===== src/rtl/edge_pulse_pkg.sv =====
// Shared types and width helpers for the edge_pulse_gen block.
package edge_pulse_pkg;

    // Global edge mode; the encoding matches the mode input pins.
    typedef enum logic [1:0] {
        EDGE_RISE = 2'b00,
        EDGE_FALL = 2'b01,
        EDGE_BOTH = 2'b10,
        EDGE_OFF  = 2'b11
    } edge_mode_e;

    // Debounce counter must hold values up to DEBOUNCE_CYCLES-1.
    function automatic int deb_cnt_w(input int cycles);
        return $clog2(cycles) + 1;
    endfunction

    // Pulse counter must hold PULSE_LEN itself (the reload value).
    function automatic int pulse_cnt_w(input int len);
        return (len < 2) ? 1 : $clog2(len + 1);
    endfunction

endpackage


===== src/rtl/edge_pulse_chan.sv =====
// One channel of edge_pulse_gen: synchroniser, debounce filter, mode-qualified
// edge detector and retriggerable pulse stretcher. The sticky event flag is
// built only when EDGE_PULSE_STICKY_EN is defined.
module edge_pulse_chan
    import edge_pulse_pkg::*;
#(
    parameter int SYNC_STAGES     = 2,
    parameter int DEBOUNCE_CYCLES = 4,
    parameter int PULSE_LEN       = 1
) (
    input  logic       clk,
    input  logic       rst,
    input  logic       level,
    input  logic [1:0] mode,
`ifdef EDGE_PULSE_STICKY_EN
    input  logic       flag_clr,
    output logic       flag,
`endif
    output logic       pulse,
    output logic       stable
);

    localparam int CNT_W  = deb_cnt_w(DEBOUNCE_CYCLES);
    localparam int PCNT_W = pulse_cnt_w(PULSE_LEN);
    localparam logic [CNT_W-1:0]  CNT_LAST  = CNT_W'(DEBOUNCE_CYCLES - 1);
    localparam logic [PCNT_W-1:0] PCNT_LOAD = PCNT_W'(PULSE_LEN);

    logic [SYNC_STAGES-1:0] sync_q, sync_d;
    logic [CNT_W-1:0]       cnt_q, cnt_d;
    logic [PCNT_W-1:0]      pcnt_q, pcnt_d;
    logic                   stable_q, stable_d;
    logic                   pulse_q, pulse_d;
    logic                   sync_out;
    logic                   flip;
    logic                   evt;
    edge_mode_e             mode_e;

    assign sync_out = sync_q[SYNC_STAGES-1];
    assign mode_e   = edge_mode_e'(mode);

    // Shift the raw level into the synchroniser chain.
    always_comb begin
        sync_d = {sync_q[SYNC_STAGES-2:0], level};
    end

    // Debounce, edge qualification and pulse counter next-state.
    always_comb begin
        cnt_d    = '0;
        stable_d = stable_q;
        flip     = 1'b0;
        evt      = 1'b0;
        pcnt_d   = pcnt_q;

        if (sync_out != stable_q) begin
            if (cnt_q == CNT_LAST) begin
                flip     = 1'b1;
                stable_d = sync_out;
            end else begin
                cnt_d = cnt_q + 1'b1;
            end
        end

        // sync_out is the level stable is about to take on.
        case (mode_e)
            EDGE_RISE: evt = flip & sync_out;
            EDGE_FALL: evt = flip & ~sync_out;
            EDGE_BOTH: evt = flip;
            default:   evt = 1'b0;
        endcase

        if (evt) begin
            pcnt_d = PCNT_LOAD;
        end else if (pcnt_q != '0) begin
            pcnt_d = pcnt_q - 1'b1;
        end

        // Registered from the next count so the pulse rises with stable.
        pulse_d = (pcnt_d != '0);
    end

    // Channel state registers.
    always_ff @(posedge clk or posedge rst) begin
        if (rst) begin
            sync_q   <= '0;
            cnt_q    <= '0;
            stable_q <= 1'b0;
            pcnt_q   <= '0;
            pulse_q  <= 1'b0;
        end else begin
            sync_q   <= sync_d;
            cnt_q    <= cnt_d;
            stable_q <= stable_d;
            pcnt_q   <= pcnt_d;
            pulse_q  <= pulse_d;
        end
    end

    assign pulse  = pulse_q;
    assign stable = stable_q;

`ifdef EDGE_PULSE_STICKY_EN
    logic flag_q, flag_d;

    // Sticky flag: an event in the same cycle as a clear keeps it set.
    always_comb begin
        flag_d = flag_q;
        if (evt) begin
            flag_d = 1'b1;
        end else if (flag_clr) begin
            flag_d = 1'b0;
        end
    end

    // Sticky flag register.
    always_ff @(posedge clk or posedge rst) begin
        if (rst) begin
            flag_q <= 1'b0;
        end else begin
            flag_q <= flag_d;
        end
    end

    assign flag = flag_q;
`endif

endmodule


===== src/rtl/edge_pulse_gen.sv =====
// Multi-channel level-to-pulse converter for asynchronous board inputs.
// Each channel is an independent edge_pulse_chan; mode is shared.
// Optional sticky per-channel event flags: define EDGE_PULSE_STICKY_EN.
module edge_pulse_gen
    import edge_pulse_pkg::*;
#(
    parameter int WIDTH           = 4,
    parameter int SYNC_STAGES     = 2,
    parameter int DEBOUNCE_CYCLES = 4,
    parameter int PULSE_LEN       = 1
) (
    input  logic             clk,
    input  logic             rst,
    input  logic [WIDTH-1:0] level,
    input  logic [1:0]       mode,
`ifdef EDGE_PULSE_STICKY_EN
    input  logic [WIDTH-1:0] flag_clr,
    output logic [WIDTH-1:0] flag,
`endif
    output logic [WIDTH-1:0] pulse,
    output logic [WIDTH-1:0] stable
);

    for (genvar i = 0; i < WIDTH; i++) begin : g_chan
        edge_pulse_chan #(
            .SYNC_STAGES     (SYNC_STAGES),
            .DEBOUNCE_CYCLES (DEBOUNCE_CYCLES),
            .PULSE_LEN       (PULSE_LEN)
        ) u_chan (
            .clk      (clk),
            .rst      (rst),
            .level    (level[i]),
            .mode     (mode),
`ifdef EDGE_PULSE_STICKY_EN
            .flag_clr (flag_clr[i]),
            .flag     (flag[i]),
`endif
            .pulse    (pulse[i]),
            .stable   (stable[i])
        );
    end

endmodule


===== config.mk =====
export PLATFORM = sky130hd
export DESIGN_NAME = edge_pulse_gen
export DESIGN_NICKNAME = d
export VERILOG_FILES = /design/src/rtl/edge_pulse_pkg.sv /design/src/rtl/edge_pulse_chan.sv /design/src/rtl/edge_pulse_gen.sv
export SDC_FILE = /design/constraint.sdc
export NUM_CORES = 1
export LEC_CHECK = 0
export CAP_MARGIN = 20
export CORE_MARGIN = 1.5
export CORE_UTILIZATION = 25
export DETAILED_ROUTE_END_ITERATION = 7
export GPL_TIMING_DRIVEN = 0
export HOLD_SLACK_MARGIN = 0.06
export SLEW_MARGIN = 20
export SYNTH_ARGS = -nofsm -noshare
export SYNTH_HDL_FRONTEND = slang
export SYNTH_SLANG_ARGS = --single-unit

===== constraint.sdc =====
create_clock -name clk -period 2.9 [get_ports clk]
set_clock_uncertainty 0.1 [all_clocks]
set_input_delay 0.29 -clock clk [delete_from_list [all_inputs] [get_ports clk]]
set_output_delay 0.29 -clock clk [all_outputs]
set_load 0.02 [all_outputs]

* Word-level counts from Yosys, hierarchy flattened
Cells that the tools add are included.
** Storage, ports and cells
- Bits in registers :: 28
- Output and inout port bits :: 8
** Operators by class
- Multiplexer cells :: 28
- Bitwise operators :: 12
- Add/subtract/negate cells :: 8
- Reductions and logical operators :: 5
- Equality and inequality tests :: 10
** Operator list (count)
- 2-to-1 mux 3 bit :: 8
- 2-to-1 mux 1 bit :: 16
- adder 3 x 1 -> 3 bit, second input constant :: 4
- == test 3 x 2 -> 1 bit, second input constant :: 4
- case mux 1 bit (3 select lines) :: 4
- bitwise AND 1 bit :: 8
- AND reduction 2 bit :: 4
- != test 1 bit :: 4
- NOT 1 bit :: 4
- subtractor 1 bit, second input constant :: 4
- == test 2 x 1 -> 1 bit, second input constant :: 1
- == test 2 bit, second input constant :: 1
- logical NOT 2 bit :: 1

* Depth between registers and ports, before layout
- Depth in word-level cells :: 6
- Depth in mapped cells :: 3
- Gate-level depth less buffers :: 3

* Hierarchy
Synthesis repeated with hierarchy kept, for this count alone.
** Unflattened totals
- Cells, all modules :: 76
- Area total of the unflattened synthesis :: 1122.3 sq um
** Modules (own cells, without submodules)
- edge_pulse_chan (g_chan[1].u_chan ...) :: area an instance 281.5 sq um, sequential area each 175.2 sq um, instances 3, cells each 19
- edge_pulse_chan (g_chan[0].u_chan) :: area an instance 277.8 sq um, sequential area each 175.2 sq um, instances 1, cells each 19

* Worst setup path before layout
Ideal clock, no wire load.
- Kind :: register to register
- From :: register g_chan[0].u_chan.cnt_q[0]
- To :: register g_chan[0].u_chan.stable_q
- Setup slack :: 1.624 ns
- Cell stages (with the launch flop) :: 4
- Data arrival time :: 1.051 ns
- Cells stage by stage :: dfrtp_1 ha_1 nor2b_1 mux2_2
** Between the ends
- Cells in the longest elaborated chain, start to end :: 2
** RTL lines
- start: declaration :: RTL line edge_pulse_chan.sv:29 : logic [CNT_W-1:0] cnt_q, cnt_d;
- start signal: assignment :: RTL line edge_pulse_chan.sv:91 : cnt_q <= cnt_d;
- == test 3 x 2 -> 1 bit :: RTL line edge_pulse_chan.sv:55 : if (cnt_q == CNT_LAST) begin
- AND reduction 2 bit (no line)
- end signal: assignment :: RTL line edge_pulse_chan.sv:92 : stable_q <= stable_d;
- end: declaration :: RTL line edge_pulse_chan.sv:31 : logic stable_q, stable_d;
No other way between the ends.
A chain may end at the register's enable or synchronous reset.

* Final worst setup path
- From :: register g_chan[1].u_chan.stable_q
- To :: output stable[1]
** RTL lines
- start: declaration :: RTL line edge_pulse_chan.sv:31
- start signal: assignment :: RTL line edge_pulse_chan.sv:92
- end: declaration :: RTL line edge_pulse_gen.sv:21 : output logic [WIDTH-1:0] stable
No word-level cell between the ends.

==> flow_metrics.py <==
metrics = {
    "setup_path": {
        "end_kind": "output pin",
        "critPathMaxFanout": 6,
        "start_kind": "register",
        "crit_arrival_ns": 1.45,
        "critPathMaxStageDelay_ns": 0.59,
        "critical_path_buf_inv_count": 2,
        "crit_chain": "buf_4 > clkdlybuf4s50_1",
        "cp.required_ns": 2.51,
        "cp_top_family": "buffers and inverters",
        "crit_slowest_cell": "clkdlybuf4s50_1",
        "critPathKind": "reg -> out",
    },
    "placed_design": {
        "portBuffers": 15,
        "placed_area_sq_um": 1378,
        "dp.final_hpwl_mm": 1.239,
        "gp_congestion": 0.7296,
    },
    "cts": {
        "cts_resized": 0,
        "cts_made_buffers": 3,
        "post_cts_buffers": 0,
        "cts.clk_slew.worst_paths_ns": 0.09,
        "cts_tree": "built",
        "hold_buffers": 0,
        "clock-sinks": 28,
        "clk_path_buf_depth": 2,
        "clock_latency_ns": 0.27,
        "root_buffer": "clkbuf_8",
        "ctsHtreeMaxLevel": 1,
    },
    "sta": {
        "worst-slew-pin-transition_ns": 0.5597,
        "max_slew_margin_pct": 62.63,
        "setup_tns_ns": 0,
        "fin_crit_ns": 1.840,
        "max_freq_mhz": 543.4,
        "setup_violations": 0,
        "slew_violations": 0,
        "finalCritPeriodShare_pct": 63.46,
        "hold_violations": 0,
        "rsz0062_at_grt": "no",
    },
    "routing": {
        "drc": 0,
        "wl_mm": 1.720,
        "drtAntennaViolNets": 0,
        "vias": 660,
        "via_per_inst": 4.314,
        "first_pass_iters": 3,
        "drtIter0Drc": 12,
        "wl_per_cell_um": 11.24,
    },
    "die": {
        "coreArea_sq_um": 4414,
        "rows": 24,
        "io_pins": 16,
        "start_util_pct": 26.33,
        "die_w_um": 71.19,
        "die_h_um": 71.19,
        "dieArea_sq_um": 5067,
    },
    "yosys": {
        "synth-seq-cells": 28,
        "postSynthCellCount": 82,
        "synth.net_count": 94,
        "ys.warnings.count": 0,
        "yosysUniqueCellTypes": 14,
        "synth_area_sq_um": 1162,
        "yosysSeqAreaShare_pct": 60.28,
        "syn_avg_cell_area_sq_um": 14.18,
    },
    "global_route": {
        "grtUsageMet1_pct": 8.582,
        "track_usage_pct": 7.894,
        "antenna_found_initial": 0,
        "grt.busiest_layer": "met2",
        "grt_max_degree": 29,
        "grt_use_met3_pct": 2.707,
        "grt-ovfl-total": 0,
        "globalRouteMet2Util_pct": 14.92,
        "grt_pass1_vias": 739,
        "grt_pass1_wl_mm": 3.208,
    },
    "hold_path": {
        "hp-class": "reg -> reg",
    },
    "final_layout": {
        "area_growth_pct": 24.65,
        "num_antenna_cells": 0,
        "fin_area_sq_um": 1449,
        "fin_nets": 114,
        "drive_gt1_share_pct": 19.80,
    },
    "pwr": {
        "ir_drop_mv": 0.5353,
        "p_leak_nw": 0.6359,
        "total_power_mw": 1.199,
        "power_density_nw_per_um2": 827.6,
    },
    "run_status": {
        "status": "finished clean",
    },
    "run": {
        "drv_cap": 0,
    },
}
[cell type report]
type / instances / area [sq um]
fillers: 432 / 2965
flip-flops and latches: 28 / 700.7
multi-input cells: 44 / 386.6
repair buffers: 15 / 150.1
plain buffers: 9 / 71.32
well taps: 52 / 65.06
clock buffers: 3 / 41.29
clock inverters: 1 / 30.03
inverters: 1 / 3.754
[through the flow]
stage	util [%]	instances	worst slack [ns]	hold slack, ns
CTS	32.82	153	1.041	0.2604
global placement	31.21	149	1.268	0.2344
floorplan	-	82	1.624	0.2214
finish	32.82	153	1.060	0.2566
detailed placement	31.21	149	1.223	0.2379
global route	32.82	153	0.9823	0.2624
[cell usage in the layout, fill, tap and decap left out]
cell              n
inv_2             1
nor2b_1           5
clkbuf_8          3
xnor2_1           4
nor3_1            4
mux2_2            4
dfrtp_1          28
nor4bb_1          5
and4bb_2          2
bufinv_16         1
o31a_1            4
nor3b_1          11
ha_1              4
buf_4             8
clkdlybuf4s50_1  15
buf_6             1
and4bb_1          1
[cells in the mapped netlist]
| library cell | number | area (sq um) |
|---|---|---|
| o31a_1 | 4 | 35.03 |
| buf_6 | 1 | 11.26 |
| ha_1 | 4 | 50.05 |
| xnor2_1 | 4 | 35.03 |
| dfrtp_1 | 28 | 700.7 |
| and4bb_2 | 2 | 25.02 |
| nor2b_1 | 5 | 31.28 |
| and4bb_1 | 1 | 12.51 |
| mux2_2 | 4 | 45.04 |
| nor3b_1 | 11 | 82.58 |
| inv_1 | 1 | 3.750 |
| nor3_1 | 4 | 20.02 |
| buf_4 | 8 | 60.06 |
| nor4bb_1 | 5 | 50.05 |
[state kept, by name, indices dropped and copies added, names as in the netlist]
register,cells
g_chan.u_chan.cnt_q,12
g_chan.u_chan.pcnt_q,4
g_chan.u_chan.stable,4
g_chan.u_chan.sync_q,8
[worst register-to-register path, stage by stage (launching register included)]
cell and delay, ns:
dfrtp_1 0.37, ha_1 0.17, nor2b_1 0.29, mux2_2 0.37
[metal layers]
metal / part of all wire, % / routed length [um]
met1: 42 / 720
met2: 54 / 925
met3: 4.4 / 75
met4: 0 / 0
met5: 0 / 0
[power by group]
part	switching [mW]	internal, mW
combinational	0.146	0.211
sequential	0.0706	0.471
clock	0.115	0.185
[final timing paths]
path                                       startpoint                          to  slack, ns  cells after the start
max                           g_chan[1].u_chan.stable                   stable[1]       1.06                      2
min                        g_chan[1].u_chan.sync_q[0]  g_chan[1].u_chan.sync_q[1]       0.26                      0
max reg2reg                 g_chan[3].u_chan.cnt_q[0]     g_chan[3].u_chan.stable       1.50                      3
min reg2reg                g_chan[1].u_chan.sync_q[0]  g_chan[1].u_chan.sync_q[1]       0.26                      0
max in group asynchronous                         rst     g_chan[1].u_chan.pcnt_q       2.04                      2
min in group asynchronous                         rst   g_chan[2].u_chan.cnt_q[0]       0.28                      2
[cell families after synthesis]
group	count (synthesis)	share of synthesized area, %
buffers and inverters	10	6.458
muxes	4	3.875
AOI/OAI and AO/OA	4	3.014
xor gates and xnor gates	4	3.014
and+or+nand+nor	28	19.05
adders and majority gates	4	4.306
DFF	28	60.28
No activity file was read; power rests on OpenSTA's default activity.
